**src/rtl/display_pkg.sv**
```systemverilog
// Shared definitions for the multiplexed 7-segment display: segment bit
// order, the nibble-to-segment table and the special glyphs.
package display_pkg;

    // Bit order of every 7-bit segment vector: {g,f,e,d,c,b,a}.
    typedef enum logic [2:0] {
        SEG_A = 3'd0,
        SEG_B = 3'd1,
        SEG_C = 3'd2,
        SEG_D = 3'd3,
        SEG_E = 3'd4,
        SEG_F = 3'd5,
        SEG_G = 3'd6
    } seg_bit_e;

    typedef logic [6:0] seg_t;

    localparam seg_t SEG_DASH  = 7'h40;
    localparam seg_t SEG_BLANK = 7'h00;

    // Active-high glyphs for 0-9 and A, b, C, d, E, F.
    localparam seg_t SEG_TABLE [16] = '{
        7'h3F, 7'h06, 7'h5B, 7'h4F, 7'h66, 7'h6D, 7'h7D, 7'h07,
        7'h7F, 7'h6F, 7'h77, 7'h7C, 7'h39, 7'h5E, 7'h79, 7'h71
    };

    // Converts an active-high pattern to the polarity the pins need.
    function automatic seg_t seg_drive(input seg_t pattern, input logic active_low);
        return active_low ? ~pattern : pattern;
    endfunction

endpackage

```
**src/rtl/seg_decoder.sv**
```systemverilog
// Combinational nibble to active-high 7-segment decoder; non-decimal
// nibbles become a dash when hex display is disabled.
module seg_decoder
    import display_pkg::*;
(
    input  logic [3:0] i_nibble,
    input  logic       i_hex_mode,
    output seg_t       o_seg
);

    always_comb begin
        o_seg = SEG_TABLE[i_nibble];
        if (!i_hex_mode && (i_nibble > 4'd9)) begin
            o_seg = SEG_DASH;
        end
    end

endmodule

```
**src/rtl/display_multiplexado.sv**
```systemverilog
// Time-multiplexed 7-segment driver: prescaled digit scan, tear-free
// frame updates, leading-zero blanking and selectable segment polarity.
module display_multiplexado
    import display_pkg::*;
#(
    parameter int NUM_DIGITS     = 4,
    parameter int REFRESH_DIV    = 50000,
    parameter int HEX_MODE       = 1,
    parameter int SEG_ACTIVE_LOW = 1
) (
    input  logic                    clk,
    input  logic                    rst_n,
    input  logic                    enable,
    input  logic                    load,
    input  logic [4*NUM_DIGITS-1:0] data_in,
    input  logic [NUM_DIGITS-1:0]   dp_in,
    input  logic                    blank_lz,
    output logic [6:0]              seg,
    output logic                    dp,
    output logic [NUM_DIGITS-1:0]   an,
    output logic                    frame_start
);

    localparam int PW = (REFRESH_DIV > 1) ? $clog2(REFRESH_DIV) : 1;
    localparam int IW = (NUM_DIGITS > 1) ? $clog2(NUM_DIGITS) : 1;
    localparam logic [PW-1:0] PRESC_LAST = PW'(REFRESH_DIV - 1);
    localparam logic [IW-1:0] IDX_LAST   = IW'(NUM_DIGITS - 1);
    localparam logic          ACT_LOW    = (SEG_ACTIVE_LOW != 0);
    localparam seg_t          SEG_OFF    = seg_drive(SEG_BLANK, ACT_LOW);
    localparam logic          DP_OFF     = ACT_LOW;

    logic [PW-1:0]           r_presc;
    logic [PW-1:0]           w_presc_nxt;
    logic [IW-1:0]           r_idx;
    logic [IW-1:0]           w_idx_nxt;
    logic                    w_tick;
    logic                    w_wrap;

    logic [4*NUM_DIGITS-1:0] r_pend_data;
    logic [NUM_DIGITS-1:0]   r_pend_dp;
    logic [4*NUM_DIGITS-1:0] r_act_data;
    logic [NUM_DIGITS-1:0]   r_act_dp;
    logic [4*NUM_DIGITS-1:0] w_act_data_nxt;
    logic [NUM_DIGITS-1:0]   w_act_dp_nxt;

    logic [NUM_DIGITS-1:0]   w_lz;
    logic [NUM_DIGITS-1:0]   w_an_nxt;
    logic [3:0]              w_nibble;
    logic                    w_dp_sel;
    logic                    w_blank;
    seg_t                    w_dec_seg;
    seg_t                    w_seg_hi;

    seg_t                    r_seg;
    logic                    r_dp;
    logic [NUM_DIGITS-1:0]   r_an;
    logic                    r_frame;

    // Scan timing: the prescaler and index only move while enable is high.
    always_comb begin
        w_tick      = enable && (r_presc == PRESC_LAST);
        w_wrap      = w_tick && (r_idx == IDX_LAST);
        w_presc_nxt = r_presc;
        if (enable) begin
            w_presc_nxt = w_tick ? '0 : r_presc + PW'(1);
        end
        w_idx_nxt = r_idx;
        if (w_wrap) begin
            w_idx_nxt = '0;
        end else if (w_tick) begin
            w_idx_nxt = r_idx + IW'(1);
        end
    end

    always_ff @(posedge clk or negedge rst_n) begin
        if (!rst_n) begin
            r_presc <= '0;
            r_idx   <= '0;
        end else begin
            r_presc <= w_presc_nxt;
            r_idx   <= w_idx_nxt;
        end
    end

    // The active copy only changes at the frame boundary, so one frame never
    // mixes old and new digits; a load on that very edge bypasses pending.
    always_comb begin
        w_act_data_nxt = r_act_data;
        w_act_dp_nxt   = r_act_dp;
        if (w_wrap) begin
            w_act_data_nxt = load ? data_in : r_pend_data;
            w_act_dp_nxt   = load ? dp_in   : r_pend_dp;
        end
    end

    always_ff @(posedge clk or negedge rst_n) begin
        if (!rst_n) begin
            r_pend_data <= '0;
            r_pend_dp   <= '0;
            r_act_data  <= '0;
            r_act_dp    <= '0;
        end else begin
            if (load) begin
                r_pend_data <= data_in;
                r_pend_dp   <= dp_in;
            end
            r_act_data <= w_act_data_nxt;
            r_act_dp   <= w_act_dp_nxt;
        end
    end

    // A digit is a leading zero when it and every higher digit are zero.
    always_comb begin
        logic w_upper_zero;
        w_upper_zero = 1'b1;
        w_lz         = '0;
        for (int i = NUM_DIGITS - 1; i >= 0; i--) begin
            w_upper_zero = w_upper_zero && (w_act_data_nxt[4*i +: 4] == 4'd0);
            w_lz[i]      = blank_lz && (i != 0) && w_upper_zero;
        end
    end

    always_comb begin
        w_nibble = '0;
        w_dp_sel = 1'b0;
        w_blank  = 1'b0;
        w_an_nxt = '1;
        for (int i = 0; i < NUM_DIGITS; i++) begin
            if (w_idx_nxt == IW'(i)) begin
                w_nibble    = w_act_data_nxt[4*i +: 4];
                w_dp_sel    = w_act_dp_nxt[i];
                w_blank     = w_lz[i];
                w_an_nxt[i] = 1'b0;
            end
        end
    end

    seg_decoder u_seg_decoder (
        .i_nibble   (w_nibble),
        .i_hex_mode (HEX_MODE != 0),
        .o_seg      (w_dec_seg)
    );

    assign w_seg_hi = w_blank ? SEG_BLANK : w_dec_seg;

    // Outputs are built from next-cycle index and data so they land together
    // with the new slot; disabled or in reset, every select stays high.
    always_ff @(posedge clk or negedge rst_n) begin
        if (!rst_n) begin
            r_an    <= '1;
            r_seg   <= SEG_OFF;
            r_dp    <= DP_OFF;
            r_frame <= 1'b0;
        end else if (enable) begin
            r_an    <= w_an_nxt;
            r_seg   <= seg_drive(w_seg_hi, ACT_LOW);
            r_dp    <= ACT_LOW ? ~w_dp_sel : w_dp_sel;
            r_frame <= w_wrap;
        end else begin
            r_an    <= '1;
            r_seg   <= SEG_OFF;
            r_dp    <= DP_OFF;
            r_frame <= 1'b0;
        end
    end

    assign seg         = r_seg;
    assign dp          = r_dp;
    assign an          = r_an;
    assign frame_start = r_frame;

endmodule

```
**config.mk**
```make
export PLATFORM = sky130hd
export DESIGN_NAME = display_multiplexado
export DESIGN_NICKNAME = d
export VERILOG_FILES = /design/src/rtl/display_pkg.sv /design/src/rtl/seg_decoder.sv /design/src/rtl/display_multiplexado.sv
export SDC_FILE = /design/constraint.sdc
export NUM_CORES = 1
export LEC_CHECK = 0
export CORE_ASPECT_RATIO = 0.7
export CORE_UTILIZATION = 49
export CTS_CLUSTER_DIAMETER = 200
export DETAILED_ROUTE_END_ITERATION = 10
export PLACE_DENSITY = 0.71
export SLEW_MARGIN = 20
export SYNTH_ARGS = -nofsm -noshare
export SYNTH_HDL_FRONTEND = slang
export SYNTH_SLANG_ARGS = --single-unit
```
**constraint.sdc**
```tcl
create_clock -name clk -period 6 [get_ports clk]
set_input_delay 0.6 -clock clk [delete_from_list [all_inputs] [get_ports clk]]
set_output_delay 0.6 -clock clk [all_outputs]
set_load 0.01 [all_outputs]
```
# Yosys cells after proc, flatten, opt, wreduce, memory -nomap -nowiden

Memory sizes are Yosys's and may differ from the RTL's.
Cells that the tools add are included.

Register bits after elaboration: 71
Latch bits: 0
RAM bits: 0
Memory bits (read-only): 112
Logic and storage cells: 62
Memories kept: 1

Memory list:

| memory           | depth | bits a word | rd ports | clocked after memory_dff | write ports | RTL line          | text |
|---|---|---|---|---|---|---|---|
| (name not given) | 16    | 7           | 1        | 0                        | 0           | seg_decoder.sv:12 | `o_seg = SEG_TABLE[i_nibble];` |

Add/subtract/negate cells: 2
Multipliers: 0
Div/mod/pow operators: 0
Order comparisons: 1
Equal/unequal tests: 5
Shifts and indexed selects: 0
Muxes and demuxes: 29
Bitwise gates (word level): 3
Reduce and logical (&&, ||, !) cells: 11

Operators by type and width:

| kind                                                                   | count |
|---|---|
| 16-bit two-way mux                                                     | 3 |
| 4-bit two-way mux                                                      | 7 |
| 7-bit two-way mux                                                      | 4 |
| 16-bit by 1-bit adder with 16-bit output (second input constant)       | 1 |
| 16-bit equality test (second input constant)                           | 1 |
| 1-bit two-way mux                                                      | 13 |
| 4-bit logical NOT                                                      | 3 |
| 1-bit logical AND                                                      | 7 |
| 7-bit NOT                                                              | 1 |
| 2-bit equality test (second input constant)                            | 3 |
| 5-bit >= comparator (second input constant)                            | 1 |
| 4-bit NOT with 5-bit output                                            | 1 |
| 2-bit two-way mux                                                      | 2 |
| 2-bit by 1-bit adder with 2-bit output (second input constant)         | 1 |
| 2-bit by 1-bit equality test with 1-bit output (second input constant) | 1 |
| 2-bit logical NOT                                                      | 1 |
| 1-bit NOT                                                              | 1 |

# Logic depth before layout (Yosys ltp)

Gate-level depths: netlist (run 1).

Word-level depth: 16
Depth in mapped cells: 13

# Modules after synthesis

Synthesis (run 1) repeated with hierarchy kept, for this count alone.

Cell total of the unflattened synthesis: 326
Area, all modules: 3490.8 um2

By module, submodules not included:

| module               | instances | cells each | area an instance (um2) | sequential area each (um2) |
|---|---|---|---|---|
| display_multiplexado | 1         | 281        | 3156.8                 | 1791.7 |
| seg_decoder          | 1         | 45         | 334.1                  | 0.0 |

# Worst setup path before layout (run 1)

OpenSTA, ideal clock, no wires.

Path type: register to register
Start point: register r_presc[7]
End point: register r_seg[3], in the netlist seg[3]
Arrival time: 3.107 ns
Required time: 5.936 ns
Path slack: 2.829 ns
Stages on the path, launching flop included: 11
Buffers on the path: 0
Clock period less this slack: 3.171 ns
Cell sequence: dfrtp_1 -> or4_4 -> nor4_4 -> mux2i_1 -> inv_1 -> a221oi_1 -> nor2_1 -> inv_1 -> ha_1 -> a211o_1 -> nand3_1

Longest elaborated chain between the ends: 16
Elaborated cells between the ends (all ways): 32

Ends and longest elaborated chain:

| element                                                       | RTL line                                               | text |
|---|---|---|
| start, declared                                               | display_multiplexado.sv:32                             | `logic [PW-1:0] r_presc;` |
| start signal, assigned                                        | display_multiplexado.sv:80                             | `r_presc <= w_presc_nxt;` |
| 16-bit equality test (*)                                      | display_multiplexado.sv:61                             | `w_tick = enable && (r_presc == PRESC_LAST);` |
| 1-bit logical AND (*)                                         | display_multiplexado.sv:61                             |  |
| 2-bit two-way mux / 1-bit logical AND (equally long branches) | display_multiplexado.sv:70, display_multiplexado.sv:62 |  |
| 2-bit two-way mux (*)                                         | display_multiplexado.sv:68                             | `if (w_wrap) begin` |
| via w_idx_nxt[1]                                              | display_multiplexado.sv:35                             | `logic [IW-1:0] w_idx_nxt;` |
| 2-bit logical NOT                                             | display_multiplexado.sv:129                            | `if (w_idx_nxt == IW'(i)) begin` |
| 4-bit two-way mux (4 in series)                               | display_multiplexado.sv:129                            |  |
| 4-bit NOT with 5-bit output (not written as such)             | seg_decoder.sv:12                                      |  |
| memory 16 x 7 bit                                             | --                                                     |  |
| 7-bit two-way mux (not written as such) (2 in series)         | seg_decoder.sv:12                                      |  |
| 7-bit two-way mux (*)                                         | display_multiplexado.sv:144                            | `assign w_seg_hi = w_blank ? SEG_BLANK : w_dec_seg;` |
| 7-bit NOT (*)                                                 | display_pkg.sv:29                                      | `return active_low ? ~pattern : pattern;` |
| 7-bit two-way mux (*)                                         | display_multiplexado.sv:154                            | `end else if (enable) begin` |
| end signal, assigned                                          | display_multiplexado.sv:156                            | `r_seg <= seg_drive(w_seg_hi, ACT_LOW);` |
| end, declared                                                 | display_multiplexado.sv:54                             | `seg_t r_seg;` |

Mark *: on every way through the listed nets, which the timed path passes. The rest lies on a longest branch. The select of a mux whose other input is x is not followed.
A chain may end at the register's enable or synchronous reset.

# Worst setup path after layout (run 1)

Start point: input enable
End point: register r_seg[4], in the netlist seg[4]

Elaborated cells between the ends (all ways): 31

RTL lines:

| element                                                   | RTL line                    | text |
|---|---|---|
| start, declared                                           | display_multiplexado.sv:13  | `input logic enable,` |
| 1-bit logical AND (*)                                     | display_multiplexado.sv:61  |  |
| 1-bit logical AND (*)                                     | display_multiplexado.sv:62  | `w_wrap = w_tick && (r_idx == IDX_LAST);` |
| 16-bit two-way mux (*)                                    | display_multiplexado.sv:90  | `if (w_wrap) begin` |
| via w_act_data_nxt[13]                                    | display_multiplexado.sv:43  | `logic [4*NUM_DIGITS-1:0] w_act_data_nxt;` |
| branches (longest 7 deep; another with memory 16 x 7 bit) | --                          |  |
| 7-bit two-way mux (*)                                     | display_multiplexado.sv:144 |  |
| 7-bit NOT (*)                                             | display_pkg.sv:29           |  |
| 7-bit two-way mux (*)                                     | display_multiplexado.sv:154 |  |

Mark *: on every way through the listed nets, which the timed path passes. The select of a mux whose other input is x is not followed.

==> results of run 1 <==
[cell usage after synthesis (2+ instances only)]
library cell  number  area (um^2)
a21oi_1            4        20.02
and3_1             4        25.02
o41ai_1            2        17.52
o21ai_0            3        15.01
buf_1              3        11.26
dfstp_2           12        315.3
xnor2_1            8        70.07
nor3_1             3        15.01
mux4_2             2        45.04
o221ai_1           2        17.52
a31oi_1            2        12.51
nand4_1            2        12.51
nand2_1           37        138.9
clkbuf_1           7        26.28
nor2b_1            3        18.77
or3_1              3        18.77
a32oi_1            2        17.52
xor2_1             6        52.55
mux2i_1           11        110.1
o211ai_1           2        15.01
a21o_1             2        15.01
a211oi_1           3        22.52
inv_1             12        45.04
nor2_1            16        60.06
nand3_1           11        55.05
ha_1               8        100.1
mux2_2            35        394.1
a21boi_0           2        15.01
dfrtp_1           59         1476
[report_power, final]
group	switching [W]	internal (W)	total (W)
Clock	0.000181	0.000204	0.000385
Combinational	0.0000447	0.0000542	0.0000990
Sequential	0.0000288	0.000518	0.000546
[logic make-up after synthesis]
group	count (synthesis)
buf+inv	23
mux	48
compound gates	34
simple gates	87
xor+xnor	14
flops	71
fa+ha+maj	8
[worst max-delay path by stage]
| stage | start | end | slack (ns) |
|---|---|---|---|
| after floorplan | r_presc[7] | seg[3] | 2.83 |
| after global placement | enable | seg[1] | 1.52 |
| after detailed placement | enable | seg[4] | 1.42 |
| after CTS | enable | seg[4] | 1.78 |
| after global routing | enable | seg[4] | 1.44 |
| final | enable | seg[4] | 1.75 |
[per-stage QoR]
stage / cells / worst slack (ns)
floorplan: 285 / 2.829
global placement: 405 / 1.519
detailed placement: 405 / 1.421
CTS: 421 / 1.778
global route: 421 / 1.442
finish: 421 / 1.755
[critical path, stage by stage]
cell	delay, ns
clkdlybuf4s50_1	0.72
nand4_1	0.38
nor4_4	0.30
buf_4	0.22
nand2_1	0.21
inv_1	0.59
mux2_2	0.42
or3_1	0.37
o41a_1	0.54
o211ai_1	0.14
[flip-flops by register name, summed over array words and instances (netlist names)]
signal       count
seg              7
r_pend_dp        4
r_idx            2
an               4
r_pend_data     16
dp               1
r_act_dp         4
r_presc         16
frame_start      1
r_act_data      16
[routing by layer]
| layer | vias up | track usage [%] | part of all wire (%) |
|---|---|---|---|
| li1 | 1086 | - | - |
| met1 | 1093 | 28.60 | 51 |
| met2 | 46 | 30.52 | 44 |
| met3 | 12 | 5.534 | 3.9 |
| met4 | 0 | 6.280 | 1.5 |
| met5 | - | 0 | 0 |
[cell type report]
cell class	instances	share of cell area, %
Tap cell	91	2.854
Inverter	12	1.129
Multi-Input combinational cell	191	36.41
Clock inverter	5	1.442
Sequential cell	71	44.90
Clock buffer	11	3.543
Timing Repair Buffer	40	9.721
==> out/metrics.yaml, run 1 <==
status: "finished, final reports clean"
die_w_um: 100.6
num_rows: 24
timing.rr.start: "r_presc[0]"
p_total_w: 0.001030
dpl_cell_area_um2: 3791
fin_area_um2: 3990
synth-simple-area-share_pct: 12.92
synth_edf_count: 0
cts-resized-gates: 0
synth_cell_types: 48
critPathCaptureType: "flip-flop"
grt_pass1_vias: 2273
diodes: 0
r2r_slack_ns: 2.21
fmax_mhz: 235.6
initial_utilization_pct: 52.09
drt-wirelength-per-cell_um: 15.18
clock_sinks: 71
finalClockSkew_ns: 0.01254
whs_ns: 0.4531
fillerInstances: 542
clock_latency_ns: 0.35
r2r_end: "seg[4]"
hold_path.class: "input pin to asynchronous set/reset pin"
fin_nets: 358
drive_above_1_share_pct: 21.82
cts_setup_buffers: 0
reg2reg_depth: 10
dp_hpwl_um: 4592
grt_start_max_net_pins: 72
setup.worst_path.class: "input pin to flip-flop"
cts_tree: "built"
synth_seq_area_share_pct: 53.77
io_buffers: 37
post-route-period-util_pct: 70.76
cts-root-buf: "clkbuf_8"
slew_headroom_pct: 38.39
place_congestion: 0.8704
synthArstFlopShare_pct: 100.0
cp.required_ns: 6.26
muxShareOfSynthArea_pct: 16.49
drt_iter0_drc: 126
power_density_nw_per_um2: 258.1
cts_buffer_depth: 2
hold_viol: 0
max-vdd-ir-drop_mv: 0.1298
rsz0062_at_grt: "false"
crit_fanout: 20
grt_antenna_before_repair: 0
grt_use_total_pct: 20.22
via_per_inst: 5.314
synth_xor_area_share_pct: 3.680
clk_pin_slew_ns: 0.07
die_area_um2: 7139
grt_pass1_wl_um: 11050
vias: 2237
synthFlopType: "dfrtp_1"
max_cap_violations: 0
grt_overflow_total: 0
final_cell_mix: "dfrtp_1 (59), nand2_1 (37), clkdlybuf4s50_1 (36)"
finalMaxSlewViolations: 0
synth_area_per_cell_um2: 11.69
worstMarginPinSlew_ns: 0.9212
p_leak_nw: 1.763
synth_top_family_by_area: "multiplexers"
synth-compound-area-share_pct: 7.510
ant_nets: 0
synth-seq-cells: 71
io_pins: 38
htree_levels: 3
cts_hold_buf: 0
fin_util_pct: 62.38
setup_violations: 0
drc_errors: 0
die_h_um: 70.99
syn-num-nets: 318
syn_to_final_growth_pct: 19.75
drt-total-wl_um: 6389
fin_crit_ns: 4.245
synthCells: 285
yosys_warnings: 0
seq_area_um2: 1792
syn_area_um2: 3332
core_um2: 6396
cts_made_buffers: 9
multiInputGateArea_um2: 1453
crit_arrival_ns: 4.51
crit_path_start_kind: "input pin"
first_pass_iters: 4
fin_setup_tns_ns: 0
layout.cells.most_common: "dfrtp_1"
synthAdderAreaFrac_pct: 3.004
Note: power is estimated with default switching activity, not from simulation.
==> run 2: changes to the inputs <==
==> constraint.sdc (replaced) <==
create_clock -name clk -period 4.1 [get_ports clk]
set_input_delay 0.41 -clock clk [delete_from_list [all_inputs] [get_ports clk]]
set_output_delay 0.41 -clock clk [all_outputs]
set_load 0.01 [all_outputs]
==> out/metrics.yaml, run 2 (synthesis results as in run 1) <==
finalClockSkew_ns: 0.009954  # -0.002583 ns
cp.required_ns: 4.36  # -1.90 ns
drive_above_1_share_pct: 23.44  # +1.6 points
timing.rr.start: "r_presc[0]"
grt_pass1_vias: 2298  # +1.1%
cts_setup_buffers: 0  # unchanged
crit_path_start_kind: "flip-flop"
rsz0062_at_grt: "false"
setup.worst_path.class: "flip-flop to flip-flop"
diodes: 0  # unchanged
fin_nets: 365  # +2.0%
max-vdd-ir-drop_mv: 0.2532  # +95%
via_per_inst: 5.257  # -1.1%
grt_start_max_net_pins: 41  # -43%
fin_crit_ns: 3.291
layout.cells.most_common: "dfrtp_1"
num_rows: 24  # unchanged
io_buffers: 37  # unchanged
cts_made_buffers: 9  # unchanged
initial_utilization_pct: 52.09  # unchanged
crit_fanout: 9  # -55%
cts_tree: "built"
slew_headroom_pct: 39.23  # +0.84 points
grt_pass1_wl_um: 11520  # +4.3%
die_h_um: 70.99  # unchanged
grt_use_total_pct: 21.56  # +1.3 points
cts-resized-gates: 0  # unchanged
max_cap_violations: 0  # unchanged
hold_viol: 0  # unchanged
power_density_nw_per_um2: 371.7  # +44%
first_pass_iters: 4  # unchanged
postLayoutSetupSlackWorst_ns: 0.8091  # -0.9456 ns
p_leak_nw: 1.792  # +1.7%
fillerInstances: 521  # -3.9%
reg_top3: "r_act_data: 16 flops, r_pend_data: 16 flops, r_presc: 16 flops"
worstMarginPinSlew_ns: 0.9115  # -0.009682 ns
clock_sinks: 71  # unchanged
vias: 2250  # +0.58%
clk_pin_slew_ns: 0.08  # about the same
ant_nets: 0  # unchanged
place_congestion: 0.8907  # +2.3%
htree_levels: 3  # unchanged
drc_errors: 0  # unchanged
seq_area_um2: 1792  # unchanged
io_pins: 38  # unchanged
multiInputGateArea_um2: 1453  # unchanged
final_cell_mix: "dfrtp_1 (59), nand2_1 (37), clkdlybuf4s50_1 (36)"
fin_util_pct: 63.18  # +0.80 points
status: "finished, final reports clean"
fin_setup_tns_ns: 0  # unchanged
drt_iter0_drc: 109  # -13%
critPathCaptureType: "flip-flop"
grt_antenna_before_repair: 0  # unchanged
cts-root-buf: "clkbuf_8"
hold_path.class: "input pin to asynchronous set/reset pin"
crit_arrival_ns: 3.55  # -0.96 ns
drt-wirelength-per-cell_um: 15.38  # +1.3%
grt_overflow_total: 0  # unchanged
fmax_mhz: 303.9
post-route-period-util_pct: 80.27
place_ws_ns: 0.5265  # -0.8945 ns
syn_to_final_growth_pct: 21.29
crit_path_start: "r_presc[0]"
finalMaxSlewViolations: 0  # unchanged
core_um2: 6396  # unchanged
die_area_um2: 7139  # unchanged
drt-total-wl_um: 6582  # +3.0%
cts_buffer_depth: 2  # unchanged
setup_violations: 0  # unchanged
clock_latency_ns: 0.35  # about the same
cts_hold_buf: 0  # unchanged
die_w_um: 100.6  # unchanged
dp_hpwl_um: 4729  # +3.0%
[run 2: cell types whose count changed in the layout (fill, tap and decap cells not counted), sizes merged]
cell,before,now
inv,12,13
clkinvlp,0,1
clkinv,4,2
buf,4,11
[run 2: worst max-delay path: stages (launching register included)]
cell and delay [ns]:
dfrtp_1 0.41, ha_1 0.19, nand4_1 0.29, nor4_4 0.31
buf_4 0.22, mux2i_1 0.23, inv_1 0.13, a221oi_1 0.47
nor2_1 0.16, ha_1 0.28, nor2b_1 0.16, a22oi_1 0.22
o211ai_1 0.12
[run 2: path summary, 6_finish.rpt]
kind / endpoint / slack [ns] / cells past startpoint
max: seg[4] / 0.81 / 12
min: r_pend_dp[1] / 0.19 / 1
max reg2reg: seg[4] / 0.81 / 12
min reg2reg: r_act_data[1] / 0.48 / 1
max in group asynchronous: seg[6] / 2.93 / 2
min in group clk: r_act_data[1] / 0.48 / 1
[run 2: routing by layer]
metal	global-route usage, %	part of all wire (%)	up-vias	routed length, um
li1	-	-	1097	-
met1	30.81	49	1092	3252
met3	6.719	5.0	6	329
met5	0	0	-	0
met4	7.246	0.93	0	61
met2	31.28	45	55	2938
[run 2: layout make-up]
cell class / count / area share [%]
Sequential cell: 71 / 44.33
Multi-Input combinational cell: 191 / 35.94
Timing Repair Buffer: 47 / 10.90
Clock buffer: 11 / 3.498
Tap cell: 91 / 2.817
Clock inverter: 5 / 1.393
Inverter: 12 / 1.115
[run 2: per-stage QoR]
stage	instances	power, W	hold WS (ns)	area (um^2)
6_report	428	0.001502	0.1875	4041
5_1_grt	428	0.001576	0.2387	4041
4_1_cts	428	0.001527	0.1939	4041
3_5_place_dp	412	0.0009634	0.4673	3844
3_3_place_gp	412	0.0009525	0.4670	3844
2_1_floorplan	285	0.0008887	0.1144	3332
[run 2: where the power goes]
part | switching [W] | internal [W] | total, W
logic | 0.0000678 | 0.0000806 | 0.000148
registers | 0.0000417 | 0.000758 | 0.000799
clock network | 0.000257 | 0.000298 | 0.000554
